`src/rtl/fpu_mul_pkg.sv`:
```
// Shared types and helpers for the FP multiplier mantissa carry-propagate/round path.
// The MNT_CPA_SPLIT_EN build also uses split_pay_t for its extra low-half adder stage.
package fpu_mul_pkg;

   localparam int unsigned MNT_W     = 24;
   localparam int unsigned PROD_W    = 48;
   // Exponents travel at this width internally and are truncated to EXP_W at the output.
   localparam int unsigned EXP_MAX_W = 32;

   typedef struct packed {
      logic [MNT_W-1:0]     m;
      logic                 g;
      logic                 s;
      logic [EXP_MAX_W-1:0] e;
      logic                 sign;
      logic                 zero;
   } stage_pay_t;

   typedef struct packed {
      logic [MNT_W-1:0]     lo;
      logic                 lo_c;
      logic [MNT_W-1:0]     hi_c;
      logic [MNT_W-1:0]     hi_s;
      logic [EXP_MAX_W-1:0] e;
      logic                 sign;
   } split_pay_t;

   function automatic stage_pay_t normalise(input logic [PROD_W-1:0]    p,
                                            input logic [EXP_MAX_W-1:0] e,
                                            input logic                 sign);
      stage_pay_t r;
      if (p[PROD_W-1]) begin
         r.m = p[PROD_W-1 -: MNT_W];
         r.g = p[PROD_W-MNT_W-1];
         r.s = |p[PROD_W-MNT_W-2:0];
         r.e = e + {{(EXP_MAX_W-1){1'b0}}, 1'b1};
      end else begin
         r.m = p[PROD_W-2 -: MNT_W];
         r.g = p[PROD_W-MNT_W-2];
         r.s = |p[PROD_W-MNT_W-3:0];
         r.e = e;
      end
      r.sign = sign;
      r.zero = (p == '0);
      return r;
   endfunction

endpackage

```
`src/rtl/mnt_rne_round.sv`:
```
// Round-to-nearest-even of a 24-bit mantissa given guard and sticky bits.
module mnt_rne_round
   import fpu_mul_pkg::*;
(
   input  logic [MNT_W-1:0] m_i,
   input  logic             g_i,
   input  logic             s_i,
   output logic [MNT_W-1:0] m_o,
   output logic             cout_o,
   output logic             inexact_o
);

   logic           inc;
   logic [MNT_W:0] m_inc;

   always_comb begin
      inc       = g_i & (s_i | m_i[0]);
      m_inc     = {1'b0, m_i} + {{MNT_W{1'b0}}, inc};
      m_o       = m_inc[MNT_W-1:0];
      cout_o    = m_inc[MNT_W];
      inexact_o = g_i | s_i;
   end

endmodule

```
`src/rtl/mnt_cpa_round.sv`:
```
// Carry-propagate add, normalise and RNE round of a 24x24 mantissa product (valid/ready).
// Define MNT_CPA_SPLIT_EN to split the 48-bit add across two stages (3-stage pipeline).
module mnt_cpa_round
   import fpu_mul_pkg::*;
#(
   parameter int unsigned EXP_W = 10
) (
   input  logic              clk,
   input  logic              rst_n,
   input  logic              in_valid,
   output logic              in_ready,
   input  logic [47:0]       carry,
   input  logic [47:0]       sum,
   input  logic [EXP_W-1:0]  exp_in,
   input  logic              sign_in,
   output logic              out_valid,
   input  logic              out_ready,
   output logic [22:0]       frac_out,
   output logic [EXP_W-1:0]  exp_out,
   output logic              sign_out,
   output logic              zero_out,
   output logic              inexact_out
);

   localparam int unsigned PadW = EXP_MAX_W - EXP_W;

   logic [EXP_MAX_W-1:0] exp_ext;
   stage_pay_t           pay_in;
   logic                 up_valid;
   logic                 s1_ready, s2_ready;
   logic                 v1_q, v1_d, v2_q, v2_d;
   stage_pay_t           pay1_q, pay1_d;

   assign exp_ext = {{PadW{1'b0}}, exp_in};

`ifdef MNT_CPA_SPLIT_EN
   split_pay_t     pa_q, pa_d, pa_in;
   logic           va_q, va_d, sa_ready;
   logic [MNT_W:0] lo_add;
   logic [MNT_W-1:0] hi_add;

   always_comb begin
      lo_add        = {1'b0, carry[MNT_W-1:0]} + {1'b0, sum[MNT_W-1:0]};
      pa_in.lo      = lo_add[MNT_W-1:0];
      pa_in.lo_c    = lo_add[MNT_W];
      pa_in.hi_c    = carry[PROD_W-1:MNT_W];
      pa_in.hi_s    = sum[PROD_W-1:MNT_W];
      pa_in.e       = exp_ext;
      pa_in.sign    = sign_in;
      sa_ready      = ~va_q | s1_ready;
      va_d          = sa_ready ? in_valid : va_q;
      pa_d          = (sa_ready & in_valid) ? pa_in : pa_q;
      // High half completes the add using the registered low-half carry.
      hi_add        = pa_q.hi_c + pa_q.hi_s + {{(MNT_W-1){1'b0}}, pa_q.lo_c};
      pay_in        = normalise({hi_add, pa_q.lo}, pa_q.e, pa_q.sign);
   end

   always_ff @(posedge clk or negedge rst_n) begin
      if (!rst_n) begin
         va_q <= 1'b0;
         pa_q <= '0;
      end else begin
         va_q <= va_d;
         pa_q <= pa_d;
      end
   end

   assign up_valid = va_q;
   assign in_ready = sa_ready;
`else
   always_comb begin
      pay_in = normalise(carry + sum, exp_ext, sign_in);
   end

   assign up_valid = in_valid;
   assign in_ready = s1_ready;
`endif

   // Each stage accepts when empty or when its downstream is draining this cycle.
   always_comb begin
      s2_ready = ~v2_q | out_ready;
      s1_ready = ~v1_q | s2_ready;
      v1_d     = s1_ready ? up_valid : v1_q;
      pay1_d   = (s1_ready & up_valid) ? pay_in : pay1_q;
      v2_d     = s2_ready ? v1_q : v2_q;
   end

   logic [MNT_W-1:0]     m_rnd;
   logic                 rnd_cout, rnd_inexact;
   logic [EXP_MAX_W-1:0] e_sum;

   mnt_rne_round u_rne (
      .m_i       (pay1_q.m),
      .g_i       (pay1_q.g),
      .s_i       (pay1_q.s),
      .m_o       (m_rnd),
      .cout_o    (rnd_cout),
      .inexact_o (rnd_inexact)
   );

   logic [22:0]      frac_q, frac_d;
   logic [EXP_W-1:0] exp_q, exp_d;
   logic             sign_q, sign_d, zero_q, zero_d, inexact_q, inexact_d;

   always_comb begin
      e_sum     = pay1_q.e + {{(EXP_MAX_W-1){1'b0}}, rnd_cout};
      frac_d    = frac_q;
      exp_d     = exp_q;
      sign_d    = sign_q;
      zero_d    = zero_q;
      inexact_d = inexact_q;
      if (s2_ready & v1_q) begin
         // Rounding carry-out leaves m_rnd == 0, which is already the right fraction.
         frac_d    = pay1_q.zero ? '0 : m_rnd[MNT_W-2:0];
         exp_d     = e_sum[EXP_W-1:0];
         sign_d    = pay1_q.sign;
         zero_d    = pay1_q.zero;
         inexact_d = ~pay1_q.zero & rnd_inexact;
      end
   end

   always_ff @(posedge clk or negedge rst_n) begin
      if (!rst_n) begin
         v1_q      <= 1'b0;
         v2_q      <= 1'b0;
         pay1_q    <= '0;
         frac_q    <= '0;
         exp_q     <= '0;
         sign_q    <= 1'b0;
         zero_q    <= 1'b0;
         inexact_q <= 1'b0;
      end else begin
         v1_q      <= v1_d;
         v2_q      <= v2_d;
         pay1_q    <= pay1_d;
         frac_q    <= frac_d;
         exp_q     <= exp_d;
         sign_q    <= sign_d;
         zero_q    <= zero_d;
         inexact_q <= inexact_d;
      end
   end

   logic unused_bits;
   assign unused_bits = ^{e_sum[EXP_MAX_W-1:EXP_W], m_rnd[MNT_W-1]};

   assign out_valid   = v2_q;
   assign frac_out    = frac_q;
   assign exp_out     = exp_q;
   assign sign_out    = sign_q;
   assign zero_out    = zero_q;
   assign inexact_out = inexact_q;

endmodule

```
`config.mk`:
```
export PLATFORM = sky130hd
export DESIGN_NAME = mnt_cpa_round
export DESIGN_NICKNAME = d
export VERILOG_FILES = /design/src/rtl/fpu_mul_pkg.sv /design/src/rtl/mnt_rne_round.sv /design/src/rtl/mnt_cpa_round.sv
export SDC_FILE = /design/constraint.sdc
export NUM_CORES = 1
export LEC_CHECK = 0
export BUFFER_PORTS_ARGS = -buffer_cell sky130_fd_sc_hd__buf_4
export CAP_MARGIN = 20
export CORE_MARGIN = 1
export CORE_UTILIZATION = 55
export DETAILED_ROUTE_END_ITERATION = 7
export PLACE_DENSITY = 0.9
export SYNTH_ARGS = -nofsm -noshare
export SYNTH_HDL_FRONTEND = slang
export SYNTH_HIERARCHICAL = 1
export SYNTH_SLANG_ARGS = --single-unit
```
`constraint.sdc`:
```
create_clock -name clk -period 7.2 [get_ports clk]
set_clock_uncertainty 0.05 [all_clocks]
set_input_delay 1.44 -clock clk [delete_from_list [all_inputs] [get_ports clk]]
set_output_delay 1.44 -clock clk [all_outputs]
set_load 0.05 [all_outputs]
```
; ---- Word level (Yosys, flattened, before mapping)
; Index checks and enable logic that the tools add are counted.
[classes]
reduce_logical = 3
n_addsub = 4
bitwise_logic = 11
muxes = 2
[op_table]
columns = op, count
row1 = $mux W58, 1
row2 = $add A48 B48 Y48, 1
row3 = $logic_not A48 Y1, 1
row4 = $add A24 B1 Y25, 1
row5 = $mux W23, 1
row6 = $reduce_or A23 Y1, 1
row7 = $reduce_or A22 Y1, 1
row8 = $add A10 B1 Y11 const B, 1
row9 = $add A10 B1 Y10, 1
row10 = $and A1 B1 Y1, 4
row11 = $or A1 B1 Y1, 4
row12 = $not A1 Y1, 3
[word_totals]
inputBits = 111
elab_cells = 33
reg_bits = 76
output_inout_bits = 38

; ---- Longest topological paths before layout
[logic_depth]
depth_word = 4
mapped_depth = 14
depth_no_buf = 13

; ---- By module
; The synthesis kept the hierarchy.
[modules_own_cells]
columns = mod, seq_area_each_um2, area_each_um2, cells_per_inst, n_inst
row1 = mnt_cpa_round, 1901.8, 6904.1, 883, 1
row2 = mnt_rne_round, 0.0, 467.9, 66, 1

; ---- Least setup slack after synthesis
; No wires, ideal clock.
[synth_path]
path_type = in2reg
start = input carry[0]
end = register pay1_q[0] (netlist bit)
t_required_ns = 7.084
arrival_ns = 4.113
path_slack_ns = 2.971
path_stages = 13
n_path_buf = 0
cell_sequence = ha_1 inv_1 fa_1 nand2b_1 a211o_1 a311o_1 a21oi_1 a41oi_1 o41ai_1 xor2_1 nor4bb_1 nand4_1 nand2_1
[synth_between]
elab_chain_len = 2
[synth_rtl]
columns = element, line_no
row1 = from (decl), mnt_cpa_round.sv:12  ; input logic [47:0] carry,
row2 = $add A48 B48 Y48, mnt_cpa_round.sv:72  ; pay_in = normalise(carry + sum, exp_ext, sign_in);
row3 = $logic_not A48 Y1, fpu_mul_pkg.sv:44  ; r.zero = (p == '0);
row4 = to (signal assigned), mnt_cpa_round.sv:135  ; pay1_q <= pay1_d;
row5 = to (decl), mnt_cpa_round.sv:32  ; stage_pay_t pay1_q, pay1_d;
; No other way between the ends.
; A chain may end at the register's enable or synchronous reset.

; ---- Final worst setup path
[layout_path]
start = input carry[1]
end = register pay1_q[44] (netlist bit)
[layout_between]
elab_chain_len = 2
[layout_rtl]
columns = element, line_no
row1 = $add A48 B48 Y48, mnt_cpa_round.sv:72
row2 = $mux W58, fpu_mul_pkg.sv:32  ; if (p[PROD_W-1]) begin
; No other way between the ends.

==> results.ini <==
[timing]
worst_slew_pin_slew_ns=1.02
report.final.slew_viol_count=0
setup_viol=0
fin_tns_setup_ns=0
slew-limit-headroom=0.321
max_freq_mhz=209
min_period_over_period=0.665
finalCriticalPeriod_ns=4.79
hold_violations=0
rsz0062_at_grt=false

[clock_tree]
cts.sink_count=76
cts-root-to-sink-buffers=2
cts-root-buf=sky130_fd_sc_hd__clkbuf_16
cts_hold_repair.buffers=0
htreeDepth=3
clock_latency_ns=0.34
postCtsResizedCells=0
clock_pin_slew_on_the_worst_setup_and_hold_paths_ns=0.06
clock_tree_from_tritoncts=done
cts_made_buffers=9
cts.repair_timing.setup_buffer_count=0

[routing]
drt_first_iter_violations=511
route.antenna.remaining_nets=0
route.detailed.wl_per_inst_um=15.7
detail_route.drc_violations=0
drt_pre_antenna_iters=5
detailroute.via_count=7548
drt_wl_total_um=19400
routed_via_density=6.11

[finish]
fin_nets=1222
area_delta_synth_final_pct=19.4
layout_common_cells=sky130_fd_sc_hd__buf_4 (149), sky130_fd_sc_hd__nand2_1 (130), sky130_fd_sc_hd__nor2_1 (84), sky130_fd_sc_hd__o21ai_0 (83), sky130_fd_sc_hd__dfrtp_1 (76)
diodes=0
drive_above_1_share=0.181
layout.filler_cells=1063
final_common_cell=sky130_fd_sc_hd__buf_4
layout.cell_area.non_filler_um2=8780

[critical_path]
setup.reg_to_reg.worst_slack_ns=4.23
crit_fanout=25
worstPathRequired_ns=7.33
crit_path_start_kind=input pin
worst_setup_path_end_kind=flip-flop
critPathTopFamily=compound AO/OA/AOI/OAI gates
cpPeakStageDelay_ns=0.86
cpMaxStageDelayCell=sky130_fd_sc_hd__and2_1
worstPathArrival_ns=4.92
path_common_cell=sky130_fd_sc_hd__o21ai_0
category_of_the_critical_setup_timing_path=input pin to flip-flop
crit_chain=buf_4 -> ha_1 -> a211oi_1 -> o211ai_1 -> a211o_1 -> and3b_4 -> o221a_1 -> o21ai_0 -> and2_1 -> nor2_1 -> a21oi_1 -> o21ai_0
timing.critical_path.buf_inv=1

[synth]
synthesis.area_um2=7360
syn_nets=1111
post_synthesis_cell_count=947
avgSynthCellArea_um2=7.77
warnings_from_yosys=6

[power_and_ir_drop]
switching_share=0.425
ir_drop_mv=0.136
proportion_of_power_drawn_by_the_clock_network=0.234
reg_power_frac=0.306
power.net_switching_uw=880
power.share.combinational=0.460
p_int_mw=1.19
total_leakage_power_nw=3.91
power.density_nw_per_um2=236

[place]
gp_congestion=0.947
placed_area_um2=8460
dp.final_hpwl_um=14900
buffer_ports.inserted=148

[floorplanning]
floorplan.initialDensity=0.574
dieWidth_um=118
floorplan.core_area_um2=12800
chipHeight_um=118
io_pins=149
placementRows=41
dieArea_um2=13800

[global_route]
grt_max_degree=77
groute.usage.overall=0.281
grt_pass1_wl_um=32700
vias_in_the_first_global_route=7104
grt_overflow_total=0
antenna_found_initial=0

[outcome]
status=completed

[run]
maxCapViolations=0

[min_path]
hold_path.class=flip-flop to flip-flop

==> layer usage <==
metal  GRT usage  up-vias  share of wire
li1            -     3678              -
met1       0.370     3504           0.43
met2       0.481      332           0.48
met3      0.0247       34          0.066
met4      0.0986        0          0.021
met5           0        -              0
==> power by group through the flow <==
stage	logic, mW	registers [mW]	clock network (mW)
2_1_floorplan	0.476	0.816	0
3_3_place_gp	0.914	0.629	0
3_5_place_dp	0.933	0.638	0
4_1_cts	0.944	0.633	0.486
5_1_grt	1.03	0.651	0.502
6_report	0.952	0.635	0.484
==> registers in the layout, summed over array words and instances, names as in the netlist <==
register,count
exp_out,10
frac_out,23
inexact_out,1
out_valid,1
pay1_q,38
sign_out,1
v1_q,1
zero_out,1
==> worst paths after layout <==
| kind | from | to | depth (start not counted) |
|---|---|---|---|
| setup reg to reg | pay1_q[36] | exp_out[8] | 12 |
| hold reg to reg | frac_out[4] | frac_out[4] | 2 |
| min in group asynchronous | rst_n | exp_out[5] | 1 |
| max in group asynchronous | rst_n | pay1_q[53] | 1 |
| hold / removal | frac_out[4] | frac_out[4] | 2 |
| setup / recovery | carry[1] | pay1_q[44] | 12 |
==> layout make-up <==
class / instances / area, um2 / area share
Multi-Input combinational cell: 809 / 5170 / 0.589
Sequential cell: 76 / 1900 / 0.217
Timing Repair Buffer: 149 / 1120 / 0.127
Clock buffer: 10 / 239 / 0.0272
Tap cell: 172 / 215 / 0.0245
Clock inverter: 6 / 87.6 / 0.00997
Inverter: 13 / 48.8 / 0.00556
==> stage by stage <==
step / std cells / total power [mW] / util / setup slack, ns / hold WS, ns
CTS: 1235 / 2.06 / 0.685 / 2.45 / 0.434
floorplan: 947 / 1.29 / - / 2.97 / 0.406
finish: 1235 / 2.07 / 0.685 / 2.41 / 0.428
global route: 1235 / 2.18 / 0.685 / 2.19 / 0.457
global placement: 1219 / 1.54 / 0.659 / 2.28 / 0.412
detailed placement: 1219 / 1.57 / 0.659 / 2.17 / 0.421
==> tightest hold or removal path, cell delays in order, from the launching register on <==
cell                      delay, ns
sky130_fd_sc_hd__dfrtp_1       0.34
sky130_fd_sc_hd__nand2_1       0.04
sky130_fd_sc_hd__o21ai_0       0.06
Note: power is estimated with default switching activity, not from simulation.
